### config.mk
export PLATFORM = sky130hd
export DESIGN_NAME = uart_digit_reporter
export DESIGN_NICKNAME = d
export VERILOG_FILES = /design/src/rtl/uart_digit_reporter_pkg.sv /design/src/rtl/uart_digit_reporter_bin2bcd_seq.sv /design/src/rtl/uart_digit_reporter.sv
export SDC_FILE = /design/constraint.sdc
export NUM_CORES = 1
export LEC_CHECK = 0
export BUFFER_PORTS_ARGS = -buffer_cell sky130_fd_sc_hd__buf_2
export CAP_MARGIN = 20
export CORE_UTILIZATION = 55
export CTS_BUF_LIST = sky130_fd_sc_hd__clkbuf_4 sky130_fd_sc_hd__clkbuf_8
export DETAILED_ROUTE_END_ITERATION = 16
export PLACE_DENSITY = 0.82
export SLEW_MARGIN = 0
export SYNTH_ARGS = -nofsm -noshare
export SYNTH_HDL_FRONTEND = slang
export SYNTH_SLANG_ARGS = --single-unit
### constraint.sdc
create_clock -name clk -period 2.3 [get_ports clk]
set_input_delay 0.23 -clock clk [delete_from_list [all_inputs] [get_ports clk]]
set_output_delay 0.23 -clock clk [all_outputs]
set_load 0.01 [all_outputs]
### src/rtl/uart_digit_reporter_pkg.sv
// Shared constants, state encoding and byte selection for the digit reporter.
package uart_digit_reporter_pkg;

    localparam logic [7:0] ASCII_ZERO = 8'h30;
    localparam logic [7:0] ASCII_CR   = 8'h0D;
    localparam logic [7:0] ASCII_LF   = 8'h0A;

    localparam int unsigned NIBBLE_W   = 4;
    localparam int unsigned NUM_DIGITS = 4;
    localparam int unsigned BCD_W      = NIBBLE_W * NUM_DIGITS;
    localparam int unsigned IDX_W      = 3;

    typedef enum logic [1:0] {
        StIdle,
        StConvert,
        StSend,
        StWaitDone
    } state_e;

    // Byte for a given output index: four ASCII digits, most significant first, then CR, LF.
    function automatic logic [7:0] byte_for_index(input logic [IDX_W-1:0] idx,
                                                  input logic [BCD_W-1:0] bcd);
        logic [7:0] b;
        case (idx)
            3'd0:    b = ASCII_ZERO + {4'h0, bcd[15:12]};
            3'd1:    b = ASCII_ZERO + {4'h0, bcd[11:8]};
            3'd2:    b = ASCII_ZERO + {4'h0, bcd[7:4]};
            3'd3:    b = ASCII_ZERO + {4'h0, bcd[3:0]};
            3'd4:    b = ASCII_CR;
            default: b = ASCII_LF;
        endcase
        return b;
    endfunction

endpackage

### src/rtl/uart_digit_reporter_bin2bcd_seq.sv
// Sequential double-dabble: one shift per cycle, DIGIT_WIDTH shifts per conversion.
// The first shift happens on the start edge, so o_done is high in the last of the
// DIGIT_WIDTH conversion cycles and o_bcd is already final in that cycle.
module bin2bcd_seq
    import uart_digit_reporter_pkg::*;
#(
    parameter int unsigned DIGIT_WIDTH = 14
) (
    input  logic                   clk,
    input  logic                   reset,
    input  logic                   i_start,
    input  logic [DIGIT_WIDTH-1:0] i_bin,
    output logic [BCD_W-1:0]       o_bcd,
    output logic                   o_done
);

    localparam int unsigned CNT_W = $clog2(DIGIT_WIDTH + 1);

    logic [DIGIT_WIDTH-1:0] sr_q, sr_d;
    logic [BCD_W-1:0]       bcd_q, bcd_d, bcd_adj;
    logic [CNT_W-1:0]       cnt_q, cnt_d;
    logic                   done_q, done_d;
    logic [NIBBLE_W-1:0]    nib;

    // Add 3 to every nibble >= 5 ahead of the next shift.
    always_comb begin
        bcd_adj = bcd_q;
        nib     = '0;
        for (int i = 0; i < int'(NUM_DIGITS); i++) begin
            nib = bcd_q[i*NIBBLE_W +: NIBBLE_W];
            bcd_adj[i*NIBBLE_W +: NIBBLE_W] = (nib >= 4'd5) ? nib + 4'd3 : nib;
        end
    end

    // Next-state: load and first shift on start, then shift until the counter empties.
    always_comb begin
        sr_d   = sr_q;
        bcd_d  = bcd_q;
        cnt_d  = cnt_q;
        done_d = 1'b0;
        if (i_start) begin
            // BCD starts at zero, so no adjust is needed before this first shift.
            bcd_d  = BCD_W'(i_bin[DIGIT_WIDTH-1]);
            sr_d   = i_bin << 1;
            cnt_d  = CNT_W'(DIGIT_WIDTH - 1);
            done_d = (DIGIT_WIDTH == 1);
        end else if (cnt_q != '0) begin
            bcd_d  = {bcd_adj[BCD_W-2:0], sr_q[DIGIT_WIDTH-1]};
            sr_d   = sr_q << 1;
            cnt_d  = cnt_q - CNT_W'(1);
            done_d = (cnt_q == CNT_W'(1));
        end
    end

    // Conversion state registers.
    always_ff @(posedge clk) begin
        if (reset) begin
            sr_q   <= '0;
            bcd_q  <= '0;
            cnt_q  <= '0;
            done_q <= 1'b0;
        end else begin
            sr_q   <= sr_d;
            bcd_q  <= bcd_d;
            cnt_q  <= cnt_d;
            done_q <= done_d;
        end
    end

    // Outputs straight from registers.
    always_comb begin
        o_bcd  = bcd_q;
        o_done = done_q;
    end

endmodule

### src/rtl/uart_digit_reporter.sv
// Samples the counter on a trigger, converts it to ASCII decimal and streams the bytes
// into the UART transmitter through its start / tx_done handshake.
module uart_digit_reporter
    import uart_digit_reporter_pkg::*;
#(
    parameter int unsigned DIGIT_WIDTH = 14,
    parameter int unsigned MAX_VALUE   = 9999,
    parameter bit          SEND_CRLF   = 1'b1
) (
    input  logic                   clk,
    input  logic                   reset,
    input  logic                   i_trigger,
    input  logic [DIGIT_WIDTH-1:0] i_digit,
    input  logic                   i_tx_done,
    output logic                   o_tx_start,
    output logic [7:0]             o_tx_data,
    output logic                   o_busy
);

    localparam logic [IDX_W-1:0] LAST_IDX = SEND_CRLF ? 3'd5 : 3'd3;

    state_e             state_q, state_d;
    logic               pending_q, pending_d;
    logic [IDX_W-1:0]   idx_q, idx_d, idx_inc;
    logic [7:0]         data_q, data_d;
    logic               busy_q, busy_d;

    logic [DIGIT_WIDTH-1:0] clamped;
    logic                   conv_start;
    logic                   conv_done;
    logic [BCD_W-1:0]       bcd;

    // Saturate the sampled value so it always fits four decimal digits.
    always_comb begin
        clamped = (i_digit > DIGIT_WIDTH'(MAX_VALUE)) ? DIGIT_WIDTH'(MAX_VALUE) : i_digit;
    end

    bin2bcd_seq #(
        .DIGIT_WIDTH (DIGIT_WIDTH)
    ) u_bin2bcd (
        .clk     (clk),
        .reset   (reset),
        .i_start (conv_start),
        .i_bin   (clamped),
        .o_bcd   (bcd),
        .o_done  (conv_done)
    );

    // State register and datapath registers.
    always_ff @(posedge clk) begin
        if (reset) begin
            state_q   <= StIdle;
            pending_q <= 1'b0;
            idx_q     <= '0;
            data_q    <= '0;
            busy_q    <= 1'b0;
        end else begin
            state_q   <= state_d;
            pending_q <= pending_d;
            idx_q     <= idx_d;
            data_q    <= data_d;
            busy_q    <= busy_d;
        end
    end

    // Next-state logic; tx data is loaded only on the transition into StSend.
    always_comb begin
        state_d    = state_q;
        pending_d  = pending_q;
        idx_d      = idx_q;
        data_d     = data_q;
        conv_start = 1'b0;
        idx_inc    = idx_q + 3'd1;

        // Triggers while busy collapse into one pending report.
        if (state_q != StIdle && i_trigger) begin
            pending_d = 1'b1;
        end

        unique case (state_q)
            StIdle: begin
                if (i_trigger) begin
                    conv_start = 1'b1;
                    state_d    = StConvert;
                end
            end
            StConvert: begin
                if (conv_done) begin
                    idx_d   = '0;
                    data_d  = byte_for_index('0, bcd);
                    state_d = StSend;
                end
            end
            StSend: begin
                state_d = StWaitDone;
            end
            StWaitDone: begin
                if (i_tx_done) begin
                    if (idx_q == LAST_IDX) begin
                        idx_d = '0;
                        // A trigger coinciding with the final done still counts.
                        if (pending_q || i_trigger) begin
                            pending_d  = 1'b0;
                            conv_start = 1'b1;
                            state_d    = StConvert;
                        end else begin
                            state_d = StIdle;
                        end
                    end else begin
                        idx_d   = idx_inc;
                        data_d  = byte_for_index(idx_inc, bcd);
                        state_d = StSend;
                    end
                end
            end
            default: state_d = StIdle;
        endcase

        busy_d = (state_d != StIdle);
    end

    // Outputs: start is a one-cycle pulse tied to StSend.
    always_comb begin
        o_tx_start = (state_q == StSend);
        o_tx_data  = data_q;
        o_busy     = busy_q;
    end

endmodule

=== Word level (Yosys, flattened, before mapping) ===
Index checks and enable logic that the tools add are counted.

* Register bits: 49
* Input port bits: 18
* Word-level logic and storage cells: 88
* Output and inout port bits: 10

* $add $sub $neg: 10
* Reductions and logical operators: 13
* Equality and inequality tests: 12
* Multiplexer cells: 36
* Bitwise gates (word level): 1
* Magnitude comparators: 5

{| class="wikitable"
|+ Operators by type and width
! cell !! count
|-
| $mux W14 || 3
|-
| $pmux W7 S5 || 1
|-
| $add A6 B4 Y7 const A || 4
|-
| $mux W8 || 3
|-
| $mux W4 || 5
|-
| $ge A4 B3 Y1 const B || 4
|-
| $pmux W8 S2 || 1
|-
| $gt A14 B14 Y1 const B || 1
|-
| $add A4 B2 Y4 const B || 3
|-
| $mux W1 || 12
|-
| $mux W3 || 4
|-
| $mux W2 || 4
|-
| $pmux W2 S4 || 1
|-
| $reduce_bool A2 Y1 || 4
|-
| $eq A3 B2 Y1 const B || 2
|-
| $eq A3 B3 Y1 const B || 2
|-
| $pmux W3 S2 || 1
|-
| $eq A2 B2 Y1 const B || 2
|-
| $eq A4 B1 Y1 const B || 1
|-
| $ne A2 B2 Y1 const B || 2
|-
| $reduce_and A4 Y1 || 1
|-
| $reduce_bool A4 Y1 || 1
|-
| $sub A4 B1 Y4 const B || 1
|-
| $add A3 B1 Y3 const B || 1
|-
| other kinds (13) || 13
|}

=== Logic depth before layout (Yosys ltp) ===
* Depth after elaboration: 7
* Gate-level depth with buffers: 8
* Mapped depth without buffers: 6

=== By module ===
A second synthesis with hierarchy kept.

* Cells, all modules: 355
* Area, all modules: 2797.7 um^2

{| class="wikitable"
|+ Modules (own cells, without submodules)
! module !! area an instance (um^2) !! cells an instance !! times used
|-
| bin2bcd_seq || 1770.4 || 225 || 1
|-
| uart_digit_reporter || 1027.2 || 130 || 1
|}

=== Worst setup path after synthesis ===
OpenSTA, ideal clock, no wires.

* Kind: register to register
* Start: register state_q[0]
* End: register u_bin2bcd.sr_q[10]
* Path slack: 564 ps
* Library setup time: 133 ps
* Clock period less this slack: 1736 ps
* Path buffers: 1
* Stages on the path, launching flop included: 8
* Arrival: 1603 ps
* Path through: dfxtp_1 -> inv_1 -> ha_1 -> inv_1 -> nand3_1 -> clkbuf_1 -> a211oi_1 -> a311oi_1

* Cells in the longest elaborated chain, start to end: 3

{| class="wikitable"
|+ RTL lines
! element !! RTL line !! source
|-
| start, declared || uart_digit_reporter.sv:22 || <nowiki>state_e state_q, state_d;</nowiki>
|-
| start signal, assigned || uart_digit_reporter.sv:52 || <nowiki>state_q <= StIdle;</nowiki>
|-
| start signal, assigned || uart_digit_reporter.sv:58 || <nowiki>state_q <= state_d;</nowiki>
|-
| $eq A2 B2 Y1 / $logic_not A2 Y1 (equally long branches) || uart_digit_reporter.sv:80 || <nowiki>unique case (state_q)</nowiki>
|-
| $pmux W1 S2 * || uart_digit_reporter.sv:80 ||
|-
| $mux W14 / $reduce_bool A2 Y1 (equally long branches) || -- ||
|-
| end signal, assigned || uart_digit_reporter_bin2bcd_seq.sv:63 || <nowiki>sr_q <= sr_d;</nowiki>
|-
| end, declared || uart_digit_reporter_bin2bcd_seq.sv:19 || <nowiki>logic [DIGIT_WIDTH-1:0] sr_q, sr_d;</nowiki>
|}

Mark *: on every way between the ends. The rest lies on a longest branch, timed or not.
A chain may end at the register's enable or synchronous reset.

=== Worst setup path after layout ===
* Start: register state_q[0]
* End: register u_bin2bcd.sr_q[3]

The elaborated chain is that of the path after synthesis.

==> flow_summary.json <==
{
  "outcome": "finished, final reports clean",
  "grtUsageMet2": 0.395,
  "max_slew_margin": 0.615,
  "finalSetupViolations": 0,
  "synthCells": 317,
  "regArea_um2": 921,
  "synth.area.top_cells": "dfxtp_1, ha_1, nand2_1, a21oi_1, a211oi_1",
  "cts_tree": "yes",
  "area_growth_pct": 9.04,
  "cts_buffer_depth": 2,
  "nets": 368,
  "worstReg2RegEnd": "u_bin2bcd.sr_q[3]",
  "worst_ep_required_time_ns": 2.44,
  "dr_total_vias": 2375,
  "maxCapViolCount": 0,
  "multi_input_area_um2": 1600,
  "grtUsageMet1": 0.297,
  "synth_edf_count": 0,
  "synth_ff_type": "dfxtp_1",
  "clk_pin_slew_ns": 0.09,
  "port_buffers": 25,
  "synth_common_cells": "dfxtp_1, nand2_1, a21oi_1",
  "num_antenna_cells": 0,
  "hp-class": "in2reg",
  "gp_congestion": 0.795,
  "ys_seq_elements": 46,
  "drtIter0Drc": 170,
  "root_buffer": "clkbuf_8",
  "endpoint": "u_bin2bcd.sr_q[3]",
  "crit_type": "reg2reg",
  "vdd_drop_max_mv": 0.792,
  "antenna_left": 0,
  "dr.pass1.iters": 4,
  "grt_pass1_vias": 2121,
  "tns_ns": 0,
  "antenna_found_initial": 0,
  "power_mw": 3.89,
  "wirelength_um": 5710,
  "yosysMostFrequentCell": "dfxtp_1",
  "drc": 0,
  "ios": 28,
  "tightest_slew_ns": 0.576,
  "worstReg2RegStart": "state_q[0]",
  "yosys.area.top_type": "dfxtp_1",
  "die_area_um2": 5190,
  "period_share": 0.879,
  "min_period_ns": 2.02,
  "drive_above_1_share": 0.172,
  "grt_usage": 0.229,
  "die_height_um": 72.1,
  "die_w_um": 72.1,
  "clk-insertion-delay-late_ns": 0.29,
  "rsz0062_at_grt": "false",
  "end_kind": "flip-flop",
  "hold_viol": 0,
  "startpoint_type": "flip-flop",
  "start_util": 0.571,
  "met3_usage": 0.0375,
  "p_leak_nw": 1.16,
  "crit_arrival_ns": 2.16,
  "yosysUniqueCellTypes": 52,
  "core_um2": 4720,
  "avgRoutedWirePerCell_um": 14.1,
  "crit_fanout": 15,
  "vias_per_cell": 5.88,
  "yosysSeqAreaShare": 0.341,
  "critPathLaunch": "state_q[0]",
  "syn-cell-area_um2": 2700,
  "fill_cells": 416,
  "top_usage_layer": "met2",
  "report.final.slew_viol_count": 0,
  "post_cts_buffers": 0,
  "async_flop_share": 0,
  "clock-sinks": 46,
  "post_synth.cell_area_avg_um2": 8.51,
  "grt_max_degree": 28,
  "grt_pass1_wl_um": 9450,
  "rows": 25,
  "r2r_setup_slack_ns": 0.28,
  "overflow": 0,
  "timing.fmax_mhz": 494,
  "synth_top_area_frac": 0.341,
  "skew_ns": 0.00767,
  "power_density_nw_per_um2": 1320,
  "cts_max_level": 2,
  "worst-r2r-cell-count": 5,
  "hpwl_um": 4140,
  "cts_buffers": 5,
  "ctsResizeCount": 0,
  "hold_buffers": 0,
  "synth_warnings": 0
}
[state kept, by name, indices dropped and copies added (netlist names)]
name              flops
u_bin2bcd.sr_q       13
u_bin2bcd.o_bcd      16
u_bin2bcd.o_done      1
pending_q             1
state_q               2
idx_q                 3
o_busy                1
u_bin2bcd.cnt_q       4
o_tx_data             5
[critical path, stage by stage (launching register included)]
cell       delay [ns]
dfxtp_1          0.42
ha_1             0.38
and4b_4          0.37
o2111ai_4        0.28
a211oi_1         0.35
a311oi_1         0.08
[cells in the final DEF, fill, tap and decap left out, types with 6 or more instances in the layout]
master    netlist  final
dfxtp_1        46     46
nand2_1        33     33
buf_2           7     25
a21oi_1        24     24
nor2_1         22     22
inv_1          17     17
o21ai_0        16     16
ha_1           14     14
a211oi_1       13     13
nor3_1         10     10
a311oi_1       10     10
nand3_1         9      9
nand2b_1        8      8
nand4_1         7      7
and3_1          6      6
mux2_2          6      6
clkbuf_8        0      6
[per-stage QoR]
stage               hold slack [ns]  setup slack (ns)  instance area, um^2  instances   util
finish                        0.198             0.277                 2940        404  0.623
detailed placement            0.472             0.321                 2850        396  0.603
global route                  0.203             0.134                 2940        404  0.623
CTS                           0.196             0.303                 2940        404  0.623
floorplan                     0.310             0.564                 2700        318      -
global placement              0.463             0.433                 2850        396  0.603
[how the worst min path moves through the flow]
stage / from / endpoint / slack, ns / cells past startpoint
after global routing: i_digit[0] / u_bin2bcd.sr_q[1] / 0.20 / 2
after floorplan: reset / state_q[0] / 0.31 / 1
after global placement: o_tx_data[3] / o_tx_data[3] / 0.46 / 2
final: i_digit[0] / u_bin2bcd.sr_q[1] / 0.20 / 2
after detailed placement: o_tx_data[3] / o_tx_data[3] / 0.47 / 2
after CTS: i_digit[0] / u_bin2bcd.sr_q[1] / 0.20 / 2
[area by class of cell]
cell class / instances / share of cell area
clock buffer: 7 / 0.0306
clock inverter: 1 / 0.00170
inverter: 17 / 0.0217
multi-input combinational: 235 / 0.543
sequential: 46 / 0.313
tap: 67 / 0.0285
timing repair buffer: 31 / 0.0621
[report_power, final]
group	leakage [nW]	switching (mW)	internal, mW
Combinational	0.734	1.17	0.860
Clock	0.0517	0.266	0.255
Sequential	0.377	0.250	1.09
Total	1.16	1.69	2.20
[metal layers]
layer | wire, um | up-vias | share of wire
met2 | 2760 | 55 | 0.48
met3 | 215 | 7 | 0.038
met5 | 0 | - | 0
li1 | - | 1193 | -
met1 | 2670 | 1120 | 0.47
met4 | 69 | 0 | 0.012
[cells by family (layout without fill, tap and decap cells)]
logic type | after synthesis | in the layout | share of synthesized area
AND/OR/NAND/NOR | 120 | 120 | 0.242
AO/OA/AOI/OAI | 87 | 87 | 0.235
flip-flops | 46 | 46 | 0.341
buffers and inverters | 37 | 56 | 0.0686
adder cells (fa/ha/maj) | 14 | 14 | 0.0649
multiplexers | 11 | 11 | 0.0436
other | 1 | 2 | 0.00139
XOR/XNOR | 1 | 1 | 0.00325
(Power assumes the default switching activity.)
